File: src/rtl/mem_arbiter.sv
// Arbiter between the I-cache refill port and the D-cache read/write port for a shared
// block memory. Each grant becomes a burst of BEATS fixed-width beats on a per-beat memory port.
module mem_arbiter #(
    parameter int unsigned ADDR_W      = 16,
    parameter int unsigned BLOCK_BITS  = 64,
    parameter int unsigned BEAT_BITS   = 16,
    parameter int unsigned HOLD_CYCLES = 4,
    localparam int unsigned BEATS      = BLOCK_BITS / BEAT_BITS,
    localparam int unsigned BEAT_W     = $clog2(BEATS)
) (
    input  logic                 clk,
    input  logic                 n_rst,
    input  logic                 i_req,
    input  logic [ADDR_W-1:0]    i_addr,
    output logic                 i_ack,
    output logic                 i_rvalid,
    output logic [BEAT_BITS-1:0] i_rdata,
    input  logic [1:0]           d_req,
    input  logic [ADDR_W-1:0]    d_addr,
    input  logic [BEAT_BITS-1:0] d_wdata,
    output logic                 d_ack,
    output logic                 d_wready,
    output logic                 d_rvalid,
    output logic [BEAT_BITS-1:0] d_rdata,
    output logic [BEAT_W-1:0]    beat,
    output logic                 mem_en,
    output logic                 mem_we,
    output logic [ADDR_W:0]      mem_addr,
    output logic [BEAT_BITS-1:0] mem_wdata,
    input  logic [BEAT_BITS-1:0] mem_rdata,
    output logic                 illegal_req
);

    localparam int unsigned HOLD_W = (HOLD_CYCLES > 1) ? $clog2(HOLD_CYCLES) : 1;

    localparam logic [2:0] S_IDLE    = 3'd0;
    localparam logic [2:0] S_I_READ  = 3'd1;
    localparam logic [2:0] S_D_WRITE = 3'd2;
    localparam logic [2:0] S_D_HOLD  = 3'd3;
    localparam logic [2:0] S_D_READ  = 3'd4;

    localparam logic [1:0] REQ_READ  = 2'd1;
    localparam logic [1:0] REQ_WRITE = 2'd2;
    localparam logic [1:0] REQ_ILL   = 2'd3;

    logic [2:0]        r_state;
    logic [BEAT_W-1:0] r_beat;
    logic [HOLD_W-1:0] r_hold;
    logic              r_last_d;
    logic [ADDR_W-1:0] r_i_addr;
    logic [ADDR_W-1:0] r_d_addr;
    logic              r_illegal;

    logic [2:0]        w_state_d;
    logic [BEAT_W-1:0] w_beat_d;
    logic [HOLD_W-1:0] w_hold_d;
    logic              w_last_d_d;
    logic [ADDR_W-1:0] w_i_addr_d;
    logic [ADDR_W-1:0] w_d_addr_d;
    logic              w_illegal_d;

    logic w_last_beat;
    logic w_d_valid;
    logic w_in_i;
    logic w_in_dw;
    logic w_in_dr;

    assign w_last_beat = (r_beat == BEAT_W'(BEATS - 1));
    assign w_d_valid   = (d_req == REQ_READ) || (d_req == REQ_WRITE);

    always_comb begin
        w_state_d   = r_state;
        w_beat_d    = r_beat;
        w_hold_d    = r_hold;
        w_last_d_d  = r_last_d;
        w_i_addr_d  = r_i_addr;
        w_d_addr_d  = r_d_addr;
        w_illegal_d = 1'b0;
        case (r_state)
            S_IDLE: begin
                w_beat_d    = '0;
                w_hold_d    = '0;
                w_illegal_d = (d_req == REQ_ILL);
                // On a tie the side that did not own the last burst wins.
                if (i_req && (!w_d_valid || r_last_d)) begin
                    w_state_d  = S_I_READ;
                    w_i_addr_d = i_addr;
                    w_last_d_d = 1'b0;
                end else if (w_d_valid) begin
                    w_state_d  = (d_req == REQ_WRITE) ? S_D_WRITE : S_D_READ;
                    w_d_addr_d = d_addr;
                    w_last_d_d = 1'b1;
                end
            end
            S_I_READ, S_D_READ: begin
                w_beat_d = r_beat + 1'b1;
                if (w_last_beat) begin
                    w_state_d = S_IDLE;
                    w_beat_d  = '0;
                end
            end
            S_D_WRITE: begin
                w_beat_d = r_beat + 1'b1;
                if (w_last_beat) begin
                    w_state_d = S_D_HOLD;
                    w_beat_d  = '0;
                    w_hold_d  = '0;
                end
            end
            S_D_HOLD: begin
                // D keeps ownership so a write-then-fill pair cannot be split by I.
                if (d_req == REQ_READ) begin
                    w_state_d  = S_D_READ;
                    w_d_addr_d = d_addr;
                    w_beat_d   = '0;
                    w_hold_d   = '0;
                end else if (r_hold == HOLD_W'(HOLD_CYCLES - 1)) begin
                    w_state_d = S_IDLE;
                    w_hold_d  = '0;
                end else begin
                    w_hold_d = r_hold + 1'b1;
                end
            end
            default: begin
                w_state_d = S_IDLE;
                w_beat_d  = '0;
                w_hold_d  = '0;
            end
        endcase
    end

    always_ff @(posedge clk) begin
        if (!n_rst) begin
            r_state   <= S_IDLE;
            r_beat    <= '0;
            r_hold    <= '0;
            r_last_d  <= 1'b1;
            r_i_addr  <= '0;
            r_d_addr  <= '0;
            r_illegal <= 1'b0;
        end else begin
            r_state   <= w_state_d;
            r_beat    <= w_beat_d;
            r_hold    <= w_hold_d;
            r_last_d  <= w_last_d_d;
            r_i_addr  <= w_i_addr_d;
            r_d_addr  <= w_d_addr_d;
            r_illegal <= w_illegal_d;
        end
    end

    assign w_in_i  = (r_state == S_I_READ);
    assign w_in_dw = (r_state == S_D_WRITE);
    assign w_in_dr = (r_state == S_D_READ);

    always_comb begin
        i_ack       = w_in_i && (r_beat == '0);
        i_rvalid    = w_in_i;
        i_rdata     = w_in_i ? mem_rdata : '0;
        d_ack       = (w_in_dw || w_in_dr) && (r_beat == '0);
        d_wready    = w_in_dw;
        d_rvalid    = w_in_dr;
        d_rdata     = w_in_dr ? mem_rdata : '0;
        beat        = r_beat;
        mem_en      = w_in_i || w_in_dw || w_in_dr;
        mem_we      = w_in_dw;
        mem_wdata   = w_in_dw ? d_wdata : '0;
        illegal_req = r_illegal;
        mem_addr    = '0;
        if (w_in_i) begin
            mem_addr = {1'b0, r_i_addr};
        end else if (w_in_dw || w_in_dr) begin
            mem_addr = {1'b1, r_d_addr};
        end
    end

endmodule

File: config.mk
export PLATFORM = sky130hd
export DESIGN_NAME = mem_arbiter
export DESIGN_NICKNAME = d
export VERILOG_FILES = /design/src/rtl/mem_arbiter.sv
export SDC_FILE = /design/constraint.sdc
export NUM_CORES = 1
export LEC_CHECK = 0
export CORE_AREA = 2 2 86 88
export DETAILED_ROUTE_END_ITERATION = 8
export DIE_AREA = 0 0 88 90
export PLACE_DENSITY = 0.87
export REMOVE_ABC_BUFFERS = 1
export SLEW_MARGIN = 10
export SYNTH_ARGS = -nofsm -noshare
export SYNTH_HDL_FRONTEND = slang
export SYNTH_SLANG_ARGS = --single-unit
File: constraint.sdc
create_clock -name clk -period 1.55 [get_ports clk]
set_input_delay 0.2325 -clock clk [delete_from_list [all_inputs] [get_ports clk]]
set_output_delay 0.2325 -clock clk [all_outputs]
set_load 0.01 [all_outputs]
**Yosys cells after proc, flatten, opt, wreduce, memory -nomap -nowiden**

Index checks and enable logic that the tools add are counted.

- Input port bits: 69
- Bits in read-only memories: 0
- Output and inout port bits: 75
- Flip-flop bits (word level): 41
- Word-level logic and storage cells: 73
- Bits in latches: 0
- Memories kept: 0
- Bits in writable memories: 0

- Multipliers: 0
- Reductions and logical operators: 21
- Magnitude comparators: 0
- Shift operators: 0
- Bitwise logic cells: 1
- Eq/ne operators: 16
- $add $sub $neg: 2
- Divide/modulo/power cells: 0
- Mux-type cells: 26

Operators by type and width:

| operator | number |
|---|---|
| $mux W16 | 6 |
| $mux W17 | 2 |
| $pmux W16 S2 | 1 |
| $mux W3 | 7 |
| $pmux W3 S4 | 1 |
| $mux W2 | 5 |
| $ne A2 B2 Y1 const B | 5 |
| $eq A2 B2 Y1 const B | 4 |
| $reduce_and A2 Y1 | 4 |
| $reduce_and A4 Y1 | 2 |
| $eq A3 B2 Y1 const B | 2 |
| $ne A3 B3 Y1 const B | 2 |
| $pmux W2 S3 | 1 |
| $logic_or A1 B1 Y1 | 5 |
| $add A2 B1 Y2 const B | 2 |
| $pmux W2 S2 | 1 |
| $reduce_bool A2 Y1 | 2 |
| $eq A3 B1 Y1 const B | 1 |
| $eq A3 B3 Y1 const B | 1 |
| $logic_and A1 B1 Y1 | 3 |
| $logic_not A3 Y1 | 1 |
| $reduce_or A3 Y1 | 1 |
| $eq A2 B1 Y1 const B | 1 |
| $logic_not A2 Y1 | 1 |
| 4 further kinds | 5 |

**Depth between registers and ports, before layout**

- Depth in word-level cells: 7
- Gate-level depth with buffers: 8
- Depth with buffers taken out: 6

**Worst setup path after synthesis**

No wires, ideal clock.

- Path type: reg2out
- From: register r_state[2]
- To: output mem_addr[0]
- Path buffers: 3
- Data required time: 1.317 ns
- Setup slack: -0.226 ns
- Cell stages (with the launch flop): 9
- Arrival time: 1.544 ns
- Cell sequence: dfxtp_1 > buf_6 > inv_1 > or3_1 > inv_1 > or2_2 > buf_4 > buf_2 > a22o_1

- Longest elaborated chain between the ends: 4
- Elaborated cells between the ends (all ways): 6
- Classes of those cells: eq/ne (3); mux (2); reduce/logical (1)

RTL lines:

| element | line | RTL |
|---|---|---|
| start: declaration | 46 | `logic [2:0] r_state;` |
| start signal: assignment | 142 | `r_state <= w_state_d;` |
| $eq A3 B2 Y1 or $eq A3 B3 Y1 (tied branches) | 153, 154 |  |
| $logic_or A1 B1 Y1 | 172 | `end else if (w_in_dw \|\| w_in_dr) begin` |
| $mux W17 | 172 |  |
| $mux W17 * | 170 | `if (w_in_i) begin` |
| end: declaration | 28 | `output logic [ADDR_W:0] mem_addr,` |

Every way passes the cells marked *; elsewhere a longest branch is shown, timed or not.

**Worst setup path in the final report**

- From: register r_state[0]
- To: output i_rdata[9]

- Longest elaborated chain between the ends: 2

RTL lines:

| element | line | RTL |
|---|---|---|
| $eq A3 B1 Y1 | 152 | `assign w_in_i = (r_state == S_I_READ);` |
| $mux W16 | 159 | `i_rdata = w_in_i ? mem_rdata : '0;` |
| end: declaration | 17 | `output logic [BEAT_BITS-1:0] i_rdata,` |

No other way between the ends.

==> results.py <==
metrics = {
    "drt": {
        "drtPass1Iterations": 4,
        "wl_per_cell_um": 17.2,
        "drc_errors": 0,
        "ant_nets": 0,
        "first_iter_violations": 170,
        "via_count": 2885,
        "viasPerCell": 4.91,
        "wl_mm": 10.1,
    },
    "synth": {
        "ys_warn_count": 0,
        "synthXorXnorAreaFrac_pct": 0.379,
        "ys_ff_latch": 41,
        "synth_top_family_by_area": "simple AND/OR/NAND/NOR gates",
        "synth_compound_area_share_pct": 15.2,
        "synth_area_mm2": 0.00231,
        "syn_inst": 287,
        "synthArstFlopShare_pct": 0,
        "muxShareOfSynthArea_pct": 7.41,
        "yosysSeqAreaShare_pct": 35.5,
        "synth_edf_count": 0,
        "yosys.area_share.simple_pct": 31.4,
        "synthFlopType": "dfxtp_1",
        "avgSynthCellArea_um2": 8.06,
        "synth_fa_ha_area_share_pct": 3.24,
        "ys_types": 40,
    },
    "min_path": {
        "hold_path_class": "flop to flop",
    },
    "sta": {
        "setup_slack_ns": -0.439,
        "max_slew_margin_pct": 78.5,
        "rsz0062_at_grt": "true",
        "slew_viol_final": 0,
        "finalHoldViolations": 0,
        "fin_crit_sh_pct": 128,
        "period_needed_ns": 1.99,
        "finalSetupViolCount": 110,
        "worst_pin_slew_ns": 0.320,
        "max_freq_ghz": 0.503,
        "skew_ns": 0.00434,
        "whs_ns": 0.459,
    },
    "place": {
        "placed_cell_area_mm2": 0.00405,
        "port_buffers": 143,
        "dp_cells": 540,
        "hpwl_mm": 5.94,
        "place_congestion": 0.884,
        "dp_slack_ns": -1.33,
    },
    "setup_path": {
        "crit_chain": "buf_6 -> nor3b_4 -> buf_4 -> buf_6 -> buf_6 -> and2_1 -> buf_2",
        "cp_top_family": "buffers and inverters",
        "worstPathArrival_ns": 1.76,
        "end_kind": "primary output",
        "start_kind": "flop",
        "worstSetupPathType": "flop to primary output",
        "worst-path-buf-inv": 5,
        "slowest_delay_ns": 0.38,
        "r2r_setup_slack_ns": -0.35,
        "worstPathRequired_ns": 1.32,
        "crit_path_frequent_cell": "buf_6",
        "cp_max_fo": 4,
        "slowest_stage": "dfxtp_2",
    },
    "clocking": {
        "path_clk_slew_ns": 0.08,
        "clock_sinks": 41,
        "htreeDepth": 2,
        "cts_tree": "built",
        "numCtsBuffers": 5,
        "postCtsHoldBufs": 0,
        "cts_buffer_depth": 2,
        "cts_root_buf": "clkbuf_8",
        "worstSkewPairLatency_ns": 0.29,
    },
    "global_routing": {
        "grt_max_degree": 20,
        "antenna_found_initial": 0,
        "first_global_vias": 2629,
        "overflow": 0,
        "grt_pass1_wl_mm": 12.8,
        "gr-usage-all-layers_pct": 20.5,
    },
    "power_and_ir_drop": {
        "irDropWorstVdd_mv": 0.617,
        "p_leak_uw": 0.00220,
        "pwr_density_cell_mw_per_mm2": 1440,
    },
    "run": {
        "maxCapViolations": 0,
    },
    "die": {
        "dieArea_mm2": 0.00792,
        "die_y_um": 90,
        "coreArea_mm2": 0.00702,
        "num_rows": 31,
        "io_pins": 144,
        "initial_core_util_pct": 33.0,
        "die_x_um": 88,
    },
    "cells_and_area": {
        "fin_util_pct": 69.5,
        "finalInstanceArea_mm2": 0.00488,
        "final_cells": 588,
        "area_growth_syn_to_layout_pct": 111,
        "layout.nets": 563,
        "antennaDiodeCount": 0,
        "drive_gt1_share_pct": 46.6,
    },
    "status": {
        "outcome": "complete, but fails checks",
        "violations": "negative setup slack",
    },
}
==> layout make-up <==
cell class              instances  area, µm²
multi-input cells             216       1570
repair buffers                217       2220
clock buffers                   7       86.3
clock inverters                 1       30.0
fillers                       494       2140
well taps                      99        124
flip-flops and latches         41        826
inverters                       7       28.8
==> through the flow <==
stage,TNS (ns),total power (µW)
6_report,-31.00,7050
5_1_grt,-34.94,7360
4_1_cts,-24.96,6050
3_5_place_dp,-58.20,4630
3_3_place_gp,-49.90,4530
2_1_floorplan,-63.00,2840
==> layout by cell type (no fill, tap or decap), types with 15 or more instances in the layout <==
master	count
a21oi_1	18
buf_6	84
and2_4	45
buf_2	20
nand2_1	65
buf_4	30
a22o_1	16
dfxtp_1	37
mux2i_1	15
clkdlybuf4s50_1	69
==> state kept, by name, indices dropped and copies added (netlist names) <==
signal and cells:
illegal_req 1, r_i_addr 16, r_d_addr 16, beat 2, r_state 3, r_hold 2, r_last_d 1
==> what timing repair did <==
| item | in CTS | in global routing |
|---|---|---|
| gates cloned | 6 | 1 |
| endpoints found under the setup margin | 111 | 113 |
| pin swaps | 16 | 46 |
| resized for setup | 338 | 126 |
| setup buffers | 24 | 15 |
==> power breakdown <==
part | internal (µW) | switching [µW]
registers | 1300 | 162
logic | 2740 | 1970
clock network | 525 | 359
==> per-layer routing <==
layer  part of all wire (%)  global-route usage (%)  routed length [µm]  vias up
li1                       -                       -                   -     1370
met1                     37                    22.7                3730     1326
met2                     52                    38.0                5270      163
met3                    7.6                    5.51                 769       26
met4                    3.7                    4.49                 375        0
met5                      0                       0                   0        -
==> kinds of logic (layout without fill, tap and decap cells) <==
family | Yosys count | count (layout)
AOI/OAI and AO/OA | 52 | 52
xor gates and xnor gates | 1 | 1
and+or+nand+nor | 140 | 140
muxes | 17 | 17
DFF | 41 | 41
adders and majority gates | 6 | 6
buffers and inverters | 30 | 232
==> worst reg2reg max path: stages, from the launching register on <==
cell and delay, ns:
dfxtp_2 0.35, buf_6 0.13, buf_6 0.12, buf_6 0.11
or4b_4 0.54, o22a_4 0.27, a311oi_1 0.28
==> path summary, 6_finish.rpt <==
| check | cells past startpoint | start | endpoint |
|---|---|---|---|
| worst max-delay path | 7 | r_state[0] | i_rdata[9] |
| worst min-delay path | 2 | r_i_addr[6] | r_i_addr[6] |
| worst max register to register | 6 | r_state[0] | r_state[0] |
| worst min register to register | 2 | r_i_addr[6] | r_i_addr[6] |
==> synthesized netlist by cell type (all sizes together) (2+ instances only) <==
cell type | count | area (µm²)
inv | 7 | 26.3
a21o | 2 | 15.0
a22o | 16 | 140
o21ai | 3 | 15.0
ha | 6 | 75.1
nor3b | 3 | 27.5
a21oi | 23 | 115
mux2i | 16 | 160
nand2 | 69 | 259
clkbuf | 12 | 46.3
buf | 11 | 87.6
and2 | 50 | 313
a311oi | 2 | 17.5
nor2 | 6 | 22.5
dfxtp | 41 | 821
(Power assumes the default switching activity.)
